## config.mk

```make
export PLATFORM = sky130hd
export DESIGN_NAME = ntt_addr_gen
export DESIGN_NICKNAME = d
export VERILOG_FILES = /design/src/rtl/ntt_pkg.sv /design/src/rtl/ntt_index_map.sv /design/src/rtl/ntt_addr_gen.sv
export SDC_FILE = /design/constraint.sdc
export NUM_CORES = 1
export LEC_CHECK = 0
export BUFFER_PORTS_ARGS = -buffer_cell sky130_fd_sc_hd__buf_2
export CORE_UTILIZATION = 34
export DETAILED_ROUTE_END_ITERATION = 10
export GPL_TIMING_DRIVEN = 0
export PLACE_DENSITY = 0.55
export SLEW_MARGIN = 40
export SYNTH_ARGS = -nofsm -noshare
export SYNTH_HDL_FRONTEND = slang
export SYNTH_SLANG_ARGS = --single-unit
```

## constraint.sdc

```tcl
create_clock -name clk_i -period 4.2 [get_ports clk_i]
set_input_delay 0.63 -clock clk_i [delete_from_list [all_inputs] [get_ports clk_i]]
set_output_delay 0.63 -clock clk_i [all_outputs]
set_load 0.02 [all_outputs]
```

## src/rtl/ntt_pkg.sv

```systemverilog
// Shared constants and types for the NTT operand/twiddle address sequencer.
package ntt_pkg;

    localparam int LOG_N         = 8;
    localparam int N             = 1 << LOG_N;
    localparam int HALF_N        = N / 2;
    localparam int LAYER_GAP_DEF = 4;
    localparam int LAYER_W       = $clog2(LOG_N);

    typedef logic [LOG_N-1:0]   addr_t;
    typedef logic [LOG_N-2:0]   cnt_t;
    typedef logic [LAYER_W-1:0] layer_t;

    typedef enum logic [1:0] {
        IDLE,
        RUN,
        GAP,
        DONE
    } state_t;

    localparam layer_t LAYER_LAST = layer_t'(LOG_N - 1);
    localparam cnt_t   CNT_LAST   = cnt_t'(HALF_N - 1);

endpackage

```

## src/rtl/ntt_index_map.sv

```systemverilog
// Combinational map from (layer, butterfly counter, direction) to the
// operand addresses and twiddle ROM index of one in-place butterfly.
module ntt_index_map
    import ntt_pkg::*;
(
    input  layer_t layer,
    input  cnt_t   cnt,
    input  logic   inverse,
    output addr_t  addr_a,
    output addr_t  addr_b,
    output addr_t  twiddle_idx
);

    layer_t shift;
    addr_t  len;
    addr_t  c_ext;
    addr_t  grp;

    // Forward walks strides from N/2 down to 1, inverse from 1 up to N/2.
    // (N-1)>>L equals (N>>L)-1 and keeps the inverse index inside LOG_N bits.
    always_comb begin
        shift  = inverse ? layer : (LAYER_LAST - layer);
        len    = addr_t'(1) << shift;
        c_ext  = {1'b0, cnt};
        grp    = c_ext >> shift;
        addr_a = ((grp << shift) << 1) | (c_ext & (len - addr_t'(1)));
        addr_b = addr_a + len;
        if (inverse) begin
            twiddle_idx = (addr_t'(N - 1) >> layer) - grp;
        end else begin
            twiddle_idx = (addr_t'(1) << layer) + grp;
        end
    end

endmodule

```

## src/rtl/ntt_addr_gen.sv

```systemverilog
// Layer/butterfly sequencer for an in-place N-point NTT (CT) or INTT (GS).
// Issues one butterfly per cycle with registered RAM/ROM addresses and
// inserts LAYER_GAP bubbles between layers for write-back to drain.
//
// state | meaning
// ------+------------------------------------------------------------
// IDLE  | waiting for start_i
// RUN   | issuing butterfly (layer_q, cnt_q) on the outputs
// GAP   | bubble cycles between layers, gap_q counts them
// DONE  | one-cycle completion pulse, then back to IDLE
module ntt_addr_gen
    import ntt_pkg::*;
#(
    parameter int LAYER_GAP = LAYER_GAP_DEF
) (
    input  logic  clk_i,
    input  logic  rst_n_i,
    input  logic  start_i,
    input  logic  inverse_i,
    input  logic  stall_i,
    output logic  valid_o,
    output addr_t addr_a_o,
    output addr_t addr_b_o,
    output addr_t twiddle_idx_o,
    output logic  sel_butterfly_o,
    output logic  last_o,
    output logic  busy_o,
    output logic  done_o
);

    localparam int GAP_W = (LAYER_GAP > 1) ? $clog2(LAYER_GAP) : 1;
    localparam logic [GAP_W-1:0] GAP_LAST = GAP_W'((LAYER_GAP > 0) ? (LAYER_GAP - 1) : 0);

    state_t           state_q, state_nx;
    layer_t           layer_q, layer_nx;
    cnt_t             cnt_q, cnt_nx;
    logic [GAP_W-1:0] gap_q, gap_nx;
    logic             inv_q, inv_nx;
    logic             valid_nx;
    logic             last_nx;
    addr_t            map_a, map_b, map_k;

    // Addresses are computed for the butterfly that will be presented next,
    // so the output registers line up with the counters.
    ntt_index_map u_index_map (
        .layer       (layer_nx),
        .cnt         (cnt_nx),
        .inverse     (inv_nx),
        .addr_a      (map_a),
        .addr_b      (map_b),
        .twiddle_idx (map_k)
    );

    // Next-state and counter logic; stall gating is applied at the registers.
    always_comb begin
        state_nx = state_q;
        layer_nx = layer_q;
        cnt_nx   = cnt_q;
        gap_nx   = gap_q;
        inv_nx   = inv_q;
        valid_nx = 1'b0;
        case (state_q)
            IDLE: begin
                if (start_i) begin
                    state_nx = RUN;
                    layer_nx = '0;
                    cnt_nx   = '0;
                    inv_nx   = inverse_i;
                    valid_nx = 1'b1;
                end
            end
            RUN: begin
                if (cnt_q == CNT_LAST) begin
                    if (layer_q == LAYER_LAST) begin
                        state_nx = DONE;
                    end else if (LAYER_GAP == 0) begin
                        layer_nx = layer_q + layer_t'(1);
                        cnt_nx   = '0;
                        valid_nx = 1'b1;
                    end else begin
                        state_nx = GAP;
                        gap_nx   = '0;
                    end
                end else begin
                    cnt_nx   = cnt_q + cnt_t'(1);
                    valid_nx = 1'b1;
                end
            end
            GAP: begin
                if (gap_q == GAP_LAST) begin
                    state_nx = RUN;
                    layer_nx = layer_q + layer_t'(1);
                    cnt_nx   = '0;
                    valid_nx = 1'b1;
                end else begin
                    gap_nx = gap_q + GAP_W'(1);
                end
            end
            DONE: begin
                state_nx = IDLE;
            end
            default: begin
                state_nx = IDLE;
            end
        endcase
        last_nx = valid_nx && (layer_nx == LAYER_LAST) && (cnt_nx == CNT_LAST);
    end

    // State, counters and output registers; everything holds under stall.
    always_ff @(posedge clk_i or negedge rst_n_i) begin
        if (!rst_n_i) begin
            state_q       <= IDLE;
            layer_q       <= '0;
            cnt_q         <= '0;
            gap_q         <= '0;
            inv_q         <= 1'b0;
            valid_o       <= 1'b0;
            last_o        <= 1'b0;
            addr_a_o      <= '0;
            addr_b_o      <= '0;
            twiddle_idx_o <= '0;
        end else if (!stall_i) begin
            state_q       <= state_nx;
            layer_q       <= layer_nx;
            cnt_q         <= cnt_nx;
            gap_q         <= gap_nx;
            inv_q         <= inv_nx;
            valid_o       <= valid_nx;
            last_o        <= last_nx;
            addr_a_o      <= valid_nx ? map_a : '0;
            addr_b_o      <= valid_nx ? map_b : '0;
            twiddle_idx_o <= valid_nx ? map_k : '0;
        end
    end

    assign sel_butterfly_o = inv_q;
    assign busy_o          = (state_q != IDLE);
    assign done_o          = (state_q == DONE);

endmodule

```

==> metrics.cfg, run 1 <==
[synthesis]
yosysSeqAreaShare_pct=29.6
avgSynthCellArea_um2=8.63
ys_top_cells_by_area=dfrtp_1 (30%), ha_1 (8.7%), o21ai_0 (5.0%)
postSynthCellCount=402
synth_ff_type=dfrtp_1
synth_top_cell_by_area=dfrtp_1
synthesis.nets=433
async_flop_share_pct=100
yosys.area.top_type_share_pct=29.6
yosysWarnings=0
yosys_register_bits=41
ys_types=67
syn_area_um2=3470
synth-edff-count=0

[timing]
skew_ns=0.0119
period_needed_ns=4.08
hold-worst-slack_ns=0.318
rsz0062_at_grt=true
setup_violations=0
slew_violations=0
worst_slew_pin_slew_ns=0.695
period_share_pct=97.2
slew_headroom_pct=53.1
fmax_mhz=245
hold_violations=0

[placement]
gp_congestion=0.861
portBuffers=32
place_area_um2=3800
hpwl_um=7070

[grt]
grt_pass1_vias=3157
grt_pass1_wl_um=16000
antenna_found_initial=0
grt.total_usage_pct=19.6
grt_max_degree=42
grt_overflow_total=0

[final_layout]
fillers=1017
final_cell_mix=nand2_1 (40), dfrtp_1 (38), buf_2 (34), nor2_1 (34), o21ai_0 (34)
final_area_um2=4280
nets=500
syn_to_final_growth_pct=23.4
diodes=0
final_util_pct=43.6
final_common_cell=nand2_1
drive_gt1_share_pct=29.1

[worst_hold_path]
min_path_type=input pin to asynchronous set/reset pin

[setup_path]
cp-end-kind=flip-flop
worstSetupPathType=flip-flop to flip-flop
crit_required_ns=4.43
critPathArrivalTime_ns=4.32
startpoint_type=flip-flop
path_max_fanout=6

[cts]
htreeDepth=2
holdBufCountCts=0
cts_buffer_depth=2
clkLatencyLatePin_ns=0.30
cts_num_sinks=41
cts_tree=done
cts_buffers=5
cts_root_buf=clkbuf_8
clkTransAtPathRegs_ns=0.09

[flow_run]
cap_viol_max_count=0

[floorplanning]
num_rows=36
die_area_um2=10600
core_area_um2=9820
io_pins=34
die_x_um=103
die_h_um=103
start_util_pct=35.3

[power_and_ir_drop]
p_leak_uw=0.00197
cellPowerDensity_nw_per_um2=602
ir_worst_vdd_mv=0.227

[routing]
wl_per_cell_um=16.6
first_iter_violations=168
firstDrtPassIters=4
num_vias=3263
wirelength_um=9990
drc=0
ant_nets=0
via_per_inst=5.41

[status]
status=completed

==> through the flow <==
stage / worst slack, ns / setup TNS (ns) / cells / total power [µW]
finish: 0.116 / 0 / 603 / 2580
global route: -0.0581 / -0.0795 / 603 / 2790
CTS: 0.00130 / 0 / 586 / 2420
detailed placement: -0.654 / -3.19 / 567 / 2000
global placement: -0.639 / -3.10 / 567 / 1990
floorplan: 0.213 / 0 / 402 / 1640
==> area by class of cell <==
| type | instances | area [µm²] | area share [%] |
|---|---|---|---|
| Clock buffer | 6 | 82.6 | 1.93 |
| Multi-Input combinational cell | 323 | 2430 | 56.8 |
| Tap cell | 133 | 166 | 3.89 |
| Timing Repair Buffer | 61 | 384 | 8.97 |
| Clock inverter | 2 | 13.8 | 0.322 |
| Sequential cell | 41 | 1030 | 24.1 |
| Buffer | 20 | 110 | 2.57 |
| Inverter | 17 | 63.8 | 1.49 |
==> worst max-delay path, stage by stage (launching register included) <==
cell,delay (ns)
dfrtp_2,0.43
ha_1,0.30
and2_4,0.17
a221o_4,0.43
xnor2_4,0.21
buf_6,0.16
buf_4,0.13
mux2i_4,0.23
a211o_1,0.17
o31ai_2,0.07
buf_4,0.18
ha_1,0.31
o21a_1,0.20
o21a_1,0.20
nor2_2,0.14
a221oi_1,0.10
or4_1,0.49
nand3_1,0.10
==> kinds of logic (layout without fill, tap and decap cells) <==
group           count (synthesis)  after routing  share of synthesized area, %
simple gates                  136            136                          18.7
fa+ha+maj                      26             26                          9.81
flops                          41             41                          29.6
other cells                     1              1                         0.108
compound gates                122            122                          25.1
mux                            19             19                          6.60
xor+xnor                       19             19                          5.34
buf+inv                        38            106                          4.80
==> final timing paths <==
check / startpoint / end / slack (ns) / cells past startpoint
hold / removal: rst_n_i / valid_o / 0.32 / 1
max in group asynchronous: rst_n_i / layer_q[0] / 3.45 / 1
min in group clk_i: valid_o / valid_o / 0.48 / 2
setup reg to reg: layer_q[0] / twiddle_idx_o[7] / 0.12 / 17
hold reg to reg: valid_o / valid_o / 0.48 / 2
setup / recovery: layer_q[0] / twiddle_idx_o[7] / 0.12 / 17
==> what timing repair did <==
action                     in CTS  in global routing
resized for setup              15                 35
setup endpoints to repair       8                  7
pin swaps                       3                 13
setup buffers                  11                 18
==> where the power goes <==
group | total (µW) | internal [µW] | switching (µW)
clock network | 290 | 134 | 157
logic | 1680 | 713 | 965
registers | 609 | 517 | 92.0
==> Yosys cell counts, types with 4 or more instances <==
cell type	number
buf_2	4
nand2_1	42
a22o_1	11
a21oi_1	22
nor2b_1	8
nand2b_1	7
o21ai_0	35
nand4_1	5
o22ai_1	4
mux2i_1	5
nor3_1	8
mux2_2	10
clkbuf_1	14
xor2_1	5
dfrtp_1	41
o31ai_1	4
ha_1	24
a31oi_1	4
xnor2_1	13
nand3_1	10
inv_1	17
nor2_1	38
o21a_1	4
a21o_1	7
==> state kept, by name, indices dropped and copies added, names as in the netlist <==
signal and flops:
valid_o 1, addr_b_o 8, gap_q 2, twiddle_idx_o 8, layer_q 3, last_o 1, cnt_q 7, sel_butterfly_o 1
state_q 2, addr_a_o 8
==> routing by layer <==
| metal | global-route usage [%] | wire length [µm] | up-vias |
|---|---|---|---|
| li1 | - | - | 1599 |
| met1 | 25.5 | 4620 | 1577 |
| met2 | 34.1 | 4900 | 76 |
| met3 | 2.31 | 319 | 11 |
| met4 | 5.53 | 147 | 0 |
| met5 | 0 | 0 | - |
No activity file was read; power rests on OpenSTA's default activity.
==> run 2, diff against run 1 <==
==> constraint.sdc (replaced) <==
create_clock -name clk_i -period 3.5 [get_ports clk_i]
set_input_delay 0.525 -clock clk_i [delete_from_list [all_inputs] [get_ports clk_i]]
set_output_delay 0.525 -clock clk_i [all_outputs]
set_load 0.02 [all_outputs]
==> metrics.cfg, run 2 (same netlist as run 1, synthesis figures left out) <==
[cts]
cts_buffer_depth=2
cts_buffers=5
htreeDepth=2
clkTransAtPathRegs_ns=0.09
cts_num_sinks=41
clkLatencyLatePin_ns=0.31
cts_tree=done
cts_root_buf=clkbuf_8

[routing]
firstDrtPassIters=4
first_iter_violations=187
via_per_inst=5.41
wl_per_cell_um=16.4
wirelength_um=10200
drc=0
ant_nets=0
num_vias=3345

[floorplanning]
start_util_pct=35.3
die_h_um=103
num_rows=36
io_pins=34
die_x_um=103
die_area_um2=10600
core_area_um2=9820

[setup_path]
startpoint_type=flip-flop
critPathArrivalTime_ns=4.01
cp-end-kind=flip-flop
path_max_fanout=6
crit_required_ns=3.70
worstSetupPathType=flip-flop to flip-flop
rrSetupSlack_ns=-0.31

[flow_run]
cap_viol_max_count=0

[placement]
placed_cells=567
gp_congestion=0.875
hpwl_um=7250
portBuffers=32
place_area_um2=3930

[final_layout]
reg_top3=addr_a_o (8), addr_b_o (8), twiddle_idx_o (8)
final_common_cell=buf_4
fin_cells=618
nets=515
syn_to_final_growth_pct=34.8
diodes=0
final_area_um2=4680
drive_gt1_share_pct=36.9
final_util_pct=47.6
final_cell_mix=buf_4 (44), nand2_1 (39), dfrtp_1 (38)

[status]
status=finished with violations
violations=setup timing

[timing]
setup_tns_ns=-1.32
period_share_pct=109
skew_ns=0.00979
slew_headroom_pct=51.6
hold-worst-slack_ns=0.193
slew_violations=0
setup_violations=7
hold_violations=0
worst_slew_pin_slew_ns=0.717
fmax_mhz=262
worst_slack_ns=-0.310
rsz0062_at_grt=true
period_needed_ns=3.81

[grt]
grt_overflow_total=0
grt_pass1_vias=3202
grt_max_degree=42
grt.total_usage_pct=20.2
antenna_found_initial=0
grt_pass1_wl_um=16400

[power_and_ir_drop]
p_leak_uw=0.00211
cellPowerDensity_nw_per_um2=754
ir_worst_vdd_mv=0.248

[worst_hold_path]
min_path_type=input pin to asynchronous set/reset pin

[run 2: power breakdown]
group	internal [µW]	leakage (µW)	switching, µW
clock network	287	0.0000687	191
registers	621	0.000529	107
logic	1040	0.00151	1280
[run 2: timing repair]
| action | in CTS | in global routing |
|---|---|---|
| pin swaps | 25 | 27 |
| buffers inserted | 32 | 13 |
| resized for setup | 42 | 33 |
| gates cloned | 0 | 0 |
| hold buffers | 0 | 0 |
| setup endpoints to repair | 12 | 11 |
[run 2: path summary, 6_finish.rpt]
check / startpoint / to / depth (start not counted)
hold / removal: rst_n_i / addr_b_o[2] / 1
hold reg to reg: addr_b_o[0] / addr_b_o[0] / 2
max in group asynchronous: rst_n_i / layer_q[1] / 1
setup reg to reg: gap_q[0] / twiddle_idx_o[6] / 19
setup / recovery: gap_q[0] / twiddle_idx_o[6] / 19
min in group clk_i: addr_b_o[0] / addr_b_o[0] / 2
[run 2: area by class of cell]
type,instances,area (µm²)
well taps,133,166
repair buffers,77,508
multi-input cells,323,2640
inverters,17,63.8
clock buffers,5,68.8
plain buffers,19,130
clock inverters,3,68.8
flip-flops and latches,41,1030
fillers,964,5140
[run 2: per-layer routing]
metal,wire [µm],vias to the layer above,GRT usage [%]
met5,0,-,0
met4,233,0,7.80
met3,420,14,3.19
met2,4840,68,32.9
met1,4660,1631,27.0
li1,-,1632,-
[run 2: through the flow]
| stage | power [µW] | setup WS [ns] |
|---|---|---|
| 3_3_place_gp | 2480 | -0.822 |
| 5_1_grt | 3790 | -0.437 |
| 3_5_place_dp | 2500 | -0.839 |
| 2_1_floorplan | 2050 | -0.254 |
| 6_report | 3530 | -0.310 |
| 4_1_cts | 3370 | -0.326 |
[run 2: worst max-delay path, cell delays in order (launching register included)]
cell,delay [ns]
dfrtp_1,0.42
ha_4,0.19
nor2b_4,0.15
a221o_4,0.44
xnor2_4,0.21
buf_4,0.15
mux2_4,0.30
o22a_4,0.22
a21oi_2,0.13
ha_2,0.21
inv_2,0.04
fa_2,0.35
nor2b_4,0.13
o21ai_1,0.06
nand2b_1,0.09
a21o_1,0.13
a21oi_2,0.06
xnor2_1,0.12
a31oi_1,0.16
o211ai_2,0.11
==> run 3, diff against run 2 <==
--- a/config.mk
+++ b/config.mk
@@ -10,6 +10,8 @@
 export DETAILED_ROUTE_END_ITERATION = 10
 export GPL_TIMING_DRIVEN = 0
 export PLACE_DENSITY = 0.55
+export RECOVER_POWER = 25
+export SETUP_SLACK_MARGIN = 0.3
 export SLEW_MARGIN = 40
 export SYNTH_ARGS = -nofsm -noshare
 export SYNTH_HDL_FRONTEND = slang
==> metrics.cfg, run 3 (same netlist as run 1, synthesis figures left out) <==
[status]
status=finished with violations
violations=capacitance limit, slew limit, setup timing

[final_layout]
final_util_pct=46.9
nets=511
drive_gt1_share_pct=35.6
fin_cells=614
reg_top3=addr_a_o (8), addr_b_o (8), twiddle_idx_o (8)
final_common_cell=nand2_1
final_cell_mix=nand2_1 (40), dfrtp_1 (38), buf_2 (34)
syn_to_final_growth_pct=32.7
diodes=0

[power_and_ir_drop]
cellPowerDensity_nw_per_um2=728
ir_worst_vdd_mv=0.324
swShare_pct=46.1
p_int_uw=1810
seqPwrFrac_pct=21.9
pwr-share-comb_pct=67.8
p_leak_uw=0.00207
p_sw_uw=1540
clkPwrFrac_pct=10.3

[timing]
period_needed_ns=3.87
hold_violations=0
slew_violations=42
setup_violations=9
worst_slew_pin_slew_ns=2.34
skew_ns=0.0103
period_share_pct=110
rsz0062_at_grt=true
fmax_mhz=259
slew_headroom_pct=-56.3
worst_slack_ns=-0.366
hold-worst-slack_ns=0.472

[cts]
clkLatencyLatePin_ns=0.31
cts_root_buf=clkbuf_8
clkTransAtPathRegs_ns=0.09
htreeDepth=2
cts_buffer_depth=2
cts_num_sinks=41
cts_tree=done
holdBufCountCts=0
cts_buffers=5

[floorplanning]
die_area_um2=10600
die_x_um=103
num_rows=36
die_h_um=103
io_pins=34
start_util_pct=35.3
core_area_um2=9820

[grt]
grt.total_usage_pct=20.2
antenna_found_initial=0
grt_max_degree=42
grt_pass1_wl_um=16400
grt_pass1_vias=3269
grt_overflow_total=0

[flow_run]
cap_viol_max_count=1

[setup_path]
path_max_fanout=7
rrSetupSlack_ns=-0.37
crit_required_ns=3.68
cp-end-kind=flip-flop
ff2ff_path_depth=20
r2r-end=twiddle_idx_o[6]
startpoint_type=flip-flop
crit_path_start=gap_q[1]
reg2reg_from=gap_q[1]
endpoint=twiddle_idx_o[6]
critPathArrivalTime_ns=4.05
worstSetupPathType=flip-flop to flip-flop

[routing]
wirelength_um=10000
num_vias=3288
drc=0
wl_per_cell_um=16.4
first_iter_violations=140
via_per_inst=5.36
ant_nets=0
firstDrtPassIters=4

[placement]
pre_cts_ws_ns=-0.867
gp_congestion=0.863
placed_cells=567
hpwl_um=7220
portBuffers=32

[worst_hold_path]
min_path_type=flip-flop to flip-flop

==> run 3: changes by cell type in the layout (fill, tap and decap cells not counted), sizes merged <==
cell / previous run / this run
buf: 84 / 77
inv: 18 / 17
clkbuf: 17 / 21
clkinv: 0 / 2
bufinv: 2 / 0
==> run 3: timing repair <==
| item | CTS | global route |
|---|---|---|
| buffers inserted | 30 | 9 |
| gates resized for setup | 34 | 34 |
| hold endpoints to repair | 0 | 0 |
| endpoints found under the setup margin | 14 | 14 |
| pin swaps | 27 | 26 |
==> run 3: through the flow <==
stage	setup TNS, ns	cell area, µm²	total power, µW
after floorplan	-0.593	3610	2070
after global placement	-6.05	3940	2500
after detailed placement	-6.47	3940	2510
after CTS	-2.28	4420	3180
after global routing	-3.79	4600	3630
final	-2.13	4600	3350
==> run 3: final cells by class <==
cell class / count / area, µm²
Clock inverter: 2 / 13.8
Tap cell: 133 / 166
Multi-Input combinational cell: 323 / 2620
Fill cell: 998 / 5220
Timing Repair Buffer: 71 / 499
Clock buffer: 6 / 82.6
Buffer: 21 / 128
Sequential cell: 41 / 1030
Inverter: 17 / 63.8
==> run 3: metal layers <==
layer / GRT usage [%] / part of all wire, % / vias up / wire [µm]
met5: 0 / 0 / - / 0
met4: 7.26 / 2.2 / 0 / 220
li1: - / - / 1620 / -
met1: 26.7 / 46 / 1583 / 4600
met3: 2.58 / 3.7 / 17 / 376
met2: 33.6 / 48 / 68 / 4860
==> run 3: worst min path at each step <==
stage                start  depth (start not counted)           to  slack [ns]
6_report       addr_b_o[0]                          2  addr_b_o[0]        0.47
5_1_grt            valid_o                          2      valid_o        0.52
4_1_cts            rst_n_i                          1  addr_b_o[1]        0.22
3_5_place_dp   addr_b_o[0]                          2  addr_b_o[0]        0.46
3_3_place_gp   addr_b_o[0]                          2  addr_b_o[0]        0.45
2_1_floorplan      rst_n_i                          0  addr_a_o[0]        0.23
==> run 3: power by group through the flow <==
stage / clock [µW] / combinational, µW / sequential [µW]
2_1_floorplan: 0 / 1200 / 868
3_3_place_gp: 0 / 1760 / 738
3_5_place_dp: 0 / 1770 / 743
4_1_cts: 353 / 2090 / 735
5_1_grt: 371 / 2510 / 753
6_report: 346 / 2270 / 733
==> run 3: worst max-delay path: stages (launching register included) <==
cell      delay, ns
dfrtp_1        0.40
ha_4           0.18
buf_12         0.10
and3b_2        0.23
a221o_4        0.37
xnor2_4        0.16
buf_12         0.14
mux2_4         0.31
o22a_4         0.20
a21oi_2        0.14
ha_2           0.21
inv_2          0.05
fa_2           0.37
nor2b_4        0.13
o21ai_2        0.06
nand2b_1       0.09
a21o_1         0.13
a21oi_2        0.06
xnor2_1        0.13
a31oi_1        0.19
o211ai_2       0.10
